$ cat src/rtl/sobel_frame_ctrl.sv
// sobel_frame_ctrl: frames the output stream of a Sobel core. The core
// produces WIDTH values per interior row. The first value of each row is
// an unusable priming column and is discarded. Of the rest, the first is
// replaced by a zero left border and the remaining WIDTH-2 pass through
// unchanged. A zero right border ends each row. Whole zero rows are
// written above and below the interior rows, so every frame carries
// exactly WIDTH*HEIGHT pixels.
//
// Ports:
//   clock, reset     rising-edge clock, asynchronous active-high reset
//   start            frame request, honoured only while idle
//   in_rd_en         pop strobe to the core FIFO (combinational)
//   in_dout          core FIFO head, first-word-fall-through
//   in_empty         core FIFO empty
//   out_wr_en        push strobe to the frame FIFO (combinational)
//   out_din          pushed pixel, zero whenever out_wr_en is low (comb.)
//   out_full         frame FIFO full
//   busy             registered, high from start acceptance until DONE ends
//   frame_done       registered one-cycle pulse in the DONE state
module sobel_frame_ctrl #(
    parameter int unsigned WIDTH  = 720,
    parameter int unsigned HEIGHT = 540,
    parameter int unsigned DWIDTH = 8
) (
    input  logic              clock,
    input  logic              reset,
    input  logic              start,
    output logic              in_rd_en,
    input  logic [DWIDTH-1:0] in_dout,
    input  logic              in_empty,
    output logic              out_wr_en,
    output logic [DWIDTH-1:0] out_din,
    input  logic              out_full,
    output logic              busy,
    output logic              frame_done
);

    // Counters cover the largest legal frame dimension (4095).
    localparam int unsigned CW = 12;

    localparam logic [CW-1:0] X_LAST     = CW'(WIDTH - 1);
    localparam logic [CW-1:0] X_ROW_LAST = CW'(WIDTH - 2);
    localparam logic [CW-1:0] Y_MID_LAST = CW'(HEIGHT - 2);

    typedef enum logic [2:0] {
        S_IDLE,
        S_TOP,
        S_PRIME,
        S_ROW,
        S_EDGE,
        S_BOTTOM,
        S_DONE
    } state_t;

    state_t        state;
    state_t        state_nx;
    logic [CW-1:0] x;
    logic [CW-1:0] x_nx;
    logic [CW-1:0] y;
    logic [CW-1:0] y_nx;

    // State, counters and the two registered status outputs.
    always_ff @(posedge clock or posedge reset) begin
        if (reset) begin
            state      <= S_IDLE;
            x          <= '0;
            y          <= '0;
            busy       <= 1'b0;
            frame_done <= 1'b0;
        end else begin
            state      <= state_nx;
            x          <= x_nx;
            y          <= y_nx;
            busy       <= (state_nx != S_IDLE);
            frame_done <= (state_nx == S_DONE);
        end
    end

    // Next state, counters and FIFO strobes. Every cycle whose FIFO
    // condition is not met holds state and counters with both strobes low.
    always_comb begin
        state_nx  = state;
        x_nx      = x;
        y_nx      = y;
        in_rd_en  = 1'b0;
        out_wr_en = 1'b0;
        out_din   = '0;

        case (state)
            S_IDLE: begin
                if (start) begin
                    x_nx     = '0;
                    y_nx     = '0;
                    state_nx = S_TOP;
                end
            end

            // Top border row: WIDTH zero writes.
            S_TOP: begin
                if (!out_full) begin
                    out_wr_en = 1'b1;
                    if (x == X_LAST) begin
                        x_nx     = '0;
                        y_nx     = CW'(1);
                        state_nx = S_PRIME;
                    end else begin
                        x_nx = x + CW'(1);
                    end
                end
            end

            // Discard the priming column of the next interior row.
            S_PRIME: begin
                if (!in_empty) begin
                    in_rd_en = 1'b1;
                    x_nx     = '0;
                    state_nx = S_ROW;
                end
            end

            // Interior row: the x=0 value is replaced by the left border,
            // the rest pass through untouched.
            S_ROW: begin
                if (!in_empty && !out_full) begin
                    in_rd_en  = 1'b1;
                    out_wr_en = 1'b1;
                    out_din   = (x == '0) ? '0 : in_dout;
                    if (x == X_ROW_LAST) begin
                        x_nx     = '0;
                        state_nx = S_EDGE;
                    end else begin
                        x_nx = x + CW'(1);
                    end
                end
            end

            // Right border; y still holds the row just finished, so the
            // last interior row is the one where y has reached HEIGHT-2.
            S_EDGE: begin
                if (!out_full) begin
                    out_wr_en = 1'b1;
                    y_nx      = y + CW'(1);
                    x_nx      = '0;
                    state_nx  = (y < Y_MID_LAST) ? S_PRIME : S_BOTTOM;
                end
            end

            // Bottom border row: WIDTH zero writes.
            S_BOTTOM: begin
                if (!out_full) begin
                    out_wr_en = 1'b1;
                    if (x == X_LAST) begin
                        x_nx     = '0;
                        state_nx = S_DONE;
                    end else begin
                        x_nx = x + CW'(1);
                    end
                end
            end

            S_DONE: begin
                state_nx = S_IDLE;
            end

            default: begin
                state_nx = S_IDLE;
            end
        endcase
    end

endmodule

$ cat config.mk
export PLATFORM = sky130hd
export DESIGN_NAME = sobel_frame_ctrl
export DESIGN_NICKNAME = d
export VERILOG_FILES = /design/src/rtl/sobel_frame_ctrl.sv
export SDC_FILE = /design/constraint.sdc
export NUM_CORES = 1
export LEC_CHECK = 0
export ABC_AREA = 1
export CORE_ASPECT_RATIO = 1.4
export CORE_MARGIN = 3
export CORE_UTILIZATION = 60
export DETAILED_ROUTE_END_ITERATION = 6
export GPL_TIMING_DRIVEN = 0
export PLACE_DENSITY = 0.89
export SYNTH_ARGS = -nofsm -noshare
export SYNTH_HDL_FRONTEND = slang
export SYNTH_SLANG_ARGS = --single-unit
$ cat constraint.sdc
create_clock -name clock -period 3.6 [get_ports clock]
set_clock_uncertainty 0.05 [all_clocks]
set_input_delay 0.72 -clock clock [delete_from_list [all_inputs] [get_ports clock]]
set_output_delay 0.72 -clock clock [all_outputs]
set_load 0.02 [all_outputs]
; ---- Yosys cells after proc, flatten, opt, wreduce, memory -nomap -nowiden
; Cells that the tools add are included.
; W data, S select, Z words.
[classes]
reduce_logical = 12
add_sub_neg = 2
mux = 31
n_eq_ne = 15
order_cmp = 1
[ops]
columns = cell, n
row1 = $mux W12, 10
row2 = $pmux W12 S5, 1
row3 = $pmux W12 S3, 1
row4 = $mux W3, 10
row5 = $add A12 B1 Y12 const B, 2
row6 = $eq A12 B10 Y1 const B, 2
row7 = $mux W8, 3
row8 = $pmux W3 S6, 1
row9 = $ne A2 B2 Y1 const B, 7
row10 = $logic_not A12 Y1, 1
row11 = $lt A12 B10 Y1 const B, 1
row12 = $eq A3 B3 Y1 const B, 3
row13 = $eq A3 B2 Y1 const B, 2
row14 = $reduce_and A6 Y1, 1
row15 = $reduce_bool A3 Y1, 2
row16 = $reduce_and A5 Y1, 1
row17 = $reduce_bool A5 Y1, 1
row18 = $pmux W1 S2, 2
row19 = $eq A3 B1 Y1 const B, 1
row20 = $logic_not A3 Y1, 1
row21 = $mux W1, 3
row22 = $reduce_or A3 Y1, 1
row23 = $logic_not A1 Y1, 2
row24 = $reduce_or A2 Y1, 1
row25 = $logic_and A1 B1 Y1, 1
[word_totals]
inputBits = 13
register_bits = 29

; ---- Depth between registers and ports, before layout
[depth]
depth_word = 5
depth_mapped = 11
ltp_nobuf = 11

; ---- Worst setup path before layout
; Ideal clock, no wire load.
[synth_path]
kind = input to output
from = input out_full
to = output out_din[0]
required_time_ns = 2.830
slack_ns = 1.162
path_buffers = 1
stages = 4
arrival_time_ns = 1.668
path_cell_list = inv_1 > nand3_1 > clkbuf_1 > nor3b_1
[synth_between]
elab_chain_cells = 4
[synth_lines]
columns = element, line
row1 = start: declaration, 33  ; input logic out_full,
row2 = $logic_not A1 Y1, -
row3 = $logic_and A1 B1 Y1, 124  ; if (!in_empty && !out_full) begin
row4 = $mux W8, 124
row5 = $mux W8, 89  ; case (state)
row6 = end: declaration, 32  ; output logic [DWIDTH-1:0] out_din,
; No other way between the ends.

; ---- Worst setup path after layout
; Same ends and word-level chain as after synthesis.

==> flow_summary_export.csv <==
group,metric,value,unit
critical_path,crit_top_cell,"clkdlybuf4s50_1",
yosys,ys_ff_latch,29,
clock_network,root_buffer,"clkbuf_8",
min_path,min_path_type,"register to register",
pwr,combinationalPowerShare,24.3,%
drt,drtIter0Drc,130,
yosys,ys.warnings.count,0,
global_routing,grt_util_all_layers,26.11,%
drt,drtPass1Iterations,5,
placement,port_buffers,24,
pwr,leakage,1.122,nW
pwr,p_sw,297.9,uW
layout,nFillCells,257,
timing,min_period,3434,ps
clock_network,cts_tree,"yes",
yosys,syn_avg_cell_area,6.840,sq um
drt,ant_nets,0,
critical_path,crit_cells,6,
pwr,netSwitchingFraction,34.08,%
pwr,pwr-share-seq,46.0,%
layout,area_delta_synth_final,17.99,%
pwr,p_int,576.2,uW
timing,hold_viol,0,
layout,fin_util,76.06,%
critical_path,cpLargestDelayFamily,"buffers and inverters",
drt,wl_met2,2.557,mm
placement,gpl.final_weighted_congestion,0.9027,
timing,fin_crit_sh,95.38,%
die,rows,24,
yosys,yosysSeqAreaShare,35.37,%
global_routing,grt_max_degree,30,
layout,mostFrequentLayoutCell,"nand2_1",
pwr,powerDensity,361.0,nW/um^2
clock_network,insertion_delay,290,ps
yosys,ys_types,34,
timing,rsz0062_at_grt,"no",
drt,wl_met1,1.919,mm
placement,post-dp-hpwl,3.689,mm
critical_path,rr_worst_depth,9,
clock_network,cts_buffer_depth,2,
drt,wl_met3,300,microns
pwr,peakVddDrop,0.3682,mV
die,initial_core_util,64.47,%
min_path,min_path_cells,2,
job,drv_cap,0,
critical_path,crit_chain,"clkdlybuf4s50_1, inv_1, nand3_1, clkbuf_1, nor3b_1, clkdlybuf4s50_1",
layout,layout-drive-gt1-share,7.831,%
die,ios,25,
clock_network,path_clk_slew,60,ps
global_routing,grt.overflow.total,0,
run_status,run_status,"completed",
global_routing,antenna_found_initial,0,
clock_network,hold_buffers,0,
drt,vias_per_cell,5.625,
clock_network,post_cts_buffers,0,
layout,nets,348,
die,fp.coreArea,3183,sq um
timing,maxSlewHeadroom,27.14,%
critical_path,path_class,"primary input to primary output",
die,die-area,4168,sq um
timing,setup_tns,0,ps
die,die_w,55.43,microns
timing,maxSlewViolCount,0,
drt,routed-via-count,2087,
placement,placed_cells,363,
critical_path,cp-end-kind,"primary output",
timing,fmax,0.2912,GHz
pwr,p_clk_share,29.8,%
die,die_h,75.20,microns
drt,routed.top_layer,"met4",
yosys,syn_nets,317,
critical_path,worstSetupStartpointType,"primary input",
clock_network,cts_sinks,29,
layout,diodes,0,
critical_path,crit_required,2830,ps
critical_path,critPathArrivalTime,2660,ps
clock_network,h-tree-depth,2,
critical_path,slowest_stage,"clkdlybuf4s50_1",
yosys,synthesis.area,2052,sq um
drt,wl_per_cell,13.34,microns
critical_path,worst_path_largest_cell_delay,650,ps
layout,layout_common_cells,"nand2_1 (95), inv_1 (32), nand3_1 (31)",
clock_network,cts_resized,0,
drt,drt-total-wl,4.950,mm
global_routing,grt_pass1_vias,2031,
critical_path,r2r_setup_slack,1770,ps
drt,drc,0,
pwr,p_total,874.1,uW
layout,fin_cells,371,
global_routing,grt_pass1_wl,8.514,mm
yosys,synth_cells,300,
clock_network,numCtsBuffers,5,
timing,setup_viol,0,
critical_path,crit_buf_inv,4,
timing,worst_pin_slew,1092,ps
critical_path,path_max_fanout,10,
[power by group through the flow]
stage                     clock (mW)  sequential [mW]  combinational, mW
after floorplan                    0            0.397              0.158
after global placement             0            0.404              0.207
after detailed placement           0            0.407              0.212
after CTS                      0.262            0.401              0.213
after global routing           0.276            0.408              0.242
final                          0.260            0.402              0.212
[worst paths after layout]
| check | startpoint | to |
|---|---|---|
| min reg2reg | y[11]$_DFFE_PP0P_ | y[11]$_DFFE_PP0P_ |
| min | y[11]$_DFFE_PP0P_ | y[11]$_DFFE_PP0P_ |
| max in group asynchronous | reset | y[2]$_DFFE_PP0P_ |
| max | out_full | out_din[0] |
| min in group asynchronous | reset | x[9]$_DFFE_PP0P_ |
| max reg2reg | x[1]$_DFFE_PP0P_ | y[9]$_DFFE_PP0P_ |
[tightest hold or removal path: cells and delay by family (launching register included)]
family	cells	cell delay [ps]
AND/OR/NAND/NOR	2	120
flip-flops	1	390
[cell usage after synthesis]
cell,instances,share of area [%]
nand2_1,95,17
inv_1,32,5.9
nand3_1,31,7.6
dfrtp_1,29,35
nor2_1,28,5.1
o21ai_1,9,2.2
xor2_1,9,3.8
nor3_1,8,2.0
nor3b_1,8,2.9
a21oi_1,6,1.5
inv_2,6,1.1
nand4_1,5,1.5
o21ai_0,5,1.2
ha_1,4,2.4
nand2_2,3,0.91
buf_6,2,1.1
nor2_4,2,1.1
o2111ai_1,2,0.85
a21boi_1,1,0.37
and2_1,1,0.31
buf_2,1,0.24
buf_4,1,0.37
clkbuf_1,1,0.18
nor2_2,1,0.31
nor3_2,1,0.49
nor3_4,1,0.79
nor4_1,1,0.31
nor4_2,1,0.61
o211ai_1,1,0.37
o21a_1,1,0.37
o21ai_2,1,0.43
o31ai_1,1,0.37
or2_0,1,0.31
or2_2,1,0.31
[kinds of logic after synthesis]
family,synth area share [%]
AOI/OAI and AO/OA,7.622
xor gates and xnor gates,3.842
adders and majority gates,2.439
buffers and inverters,8.841
DFF,35.37
and+or+nand+nor,41.89
[area by class of cell]
class,instances,area [sq um],share of cell area (%)
clock buffer,8,80.08,3.307
sequential,29,725.7,29.97
tap,39,48.80,2.016
inverter,38,142.6,5.891
timing repair buffer,24,240.2,9.922
buffer,5,38.79,1.602
multi-input combinational,228,1145,47.29
[per-stage QoR]
| step | hold WS, ps | worst slack, ps | area (sq um) |
|---|---|---|---|
| 2_1_floorplan | 440.0 | 1162 | 2052 |
| 3_3_place_gp | 462.8 | 232.6 | 2341 |
| 3_5_place_dp | 472.4 | 165.4 | 2341 |
| 4_1_cts | 486.9 | 163.4 | 2421 |
| 5_1_grt | 525.1 | 10.86 | 2421 |
| 6_report | 491.6 | 166.2 | 2421 |
[sequential cells by signal, summed over array words and instances, names as in the netlist]
signal / flops
state: 3
busy: 1
x: 12
y: 12
frame_done: 1
[metal layers]
layer,vias up,GRT usage [%]
met5,-,0
met4,0,20.00
met3,17,6.861
met2,83,45.66
met1,965,27.00
li1,1022,-
Power figures use the tool's default switching activity.
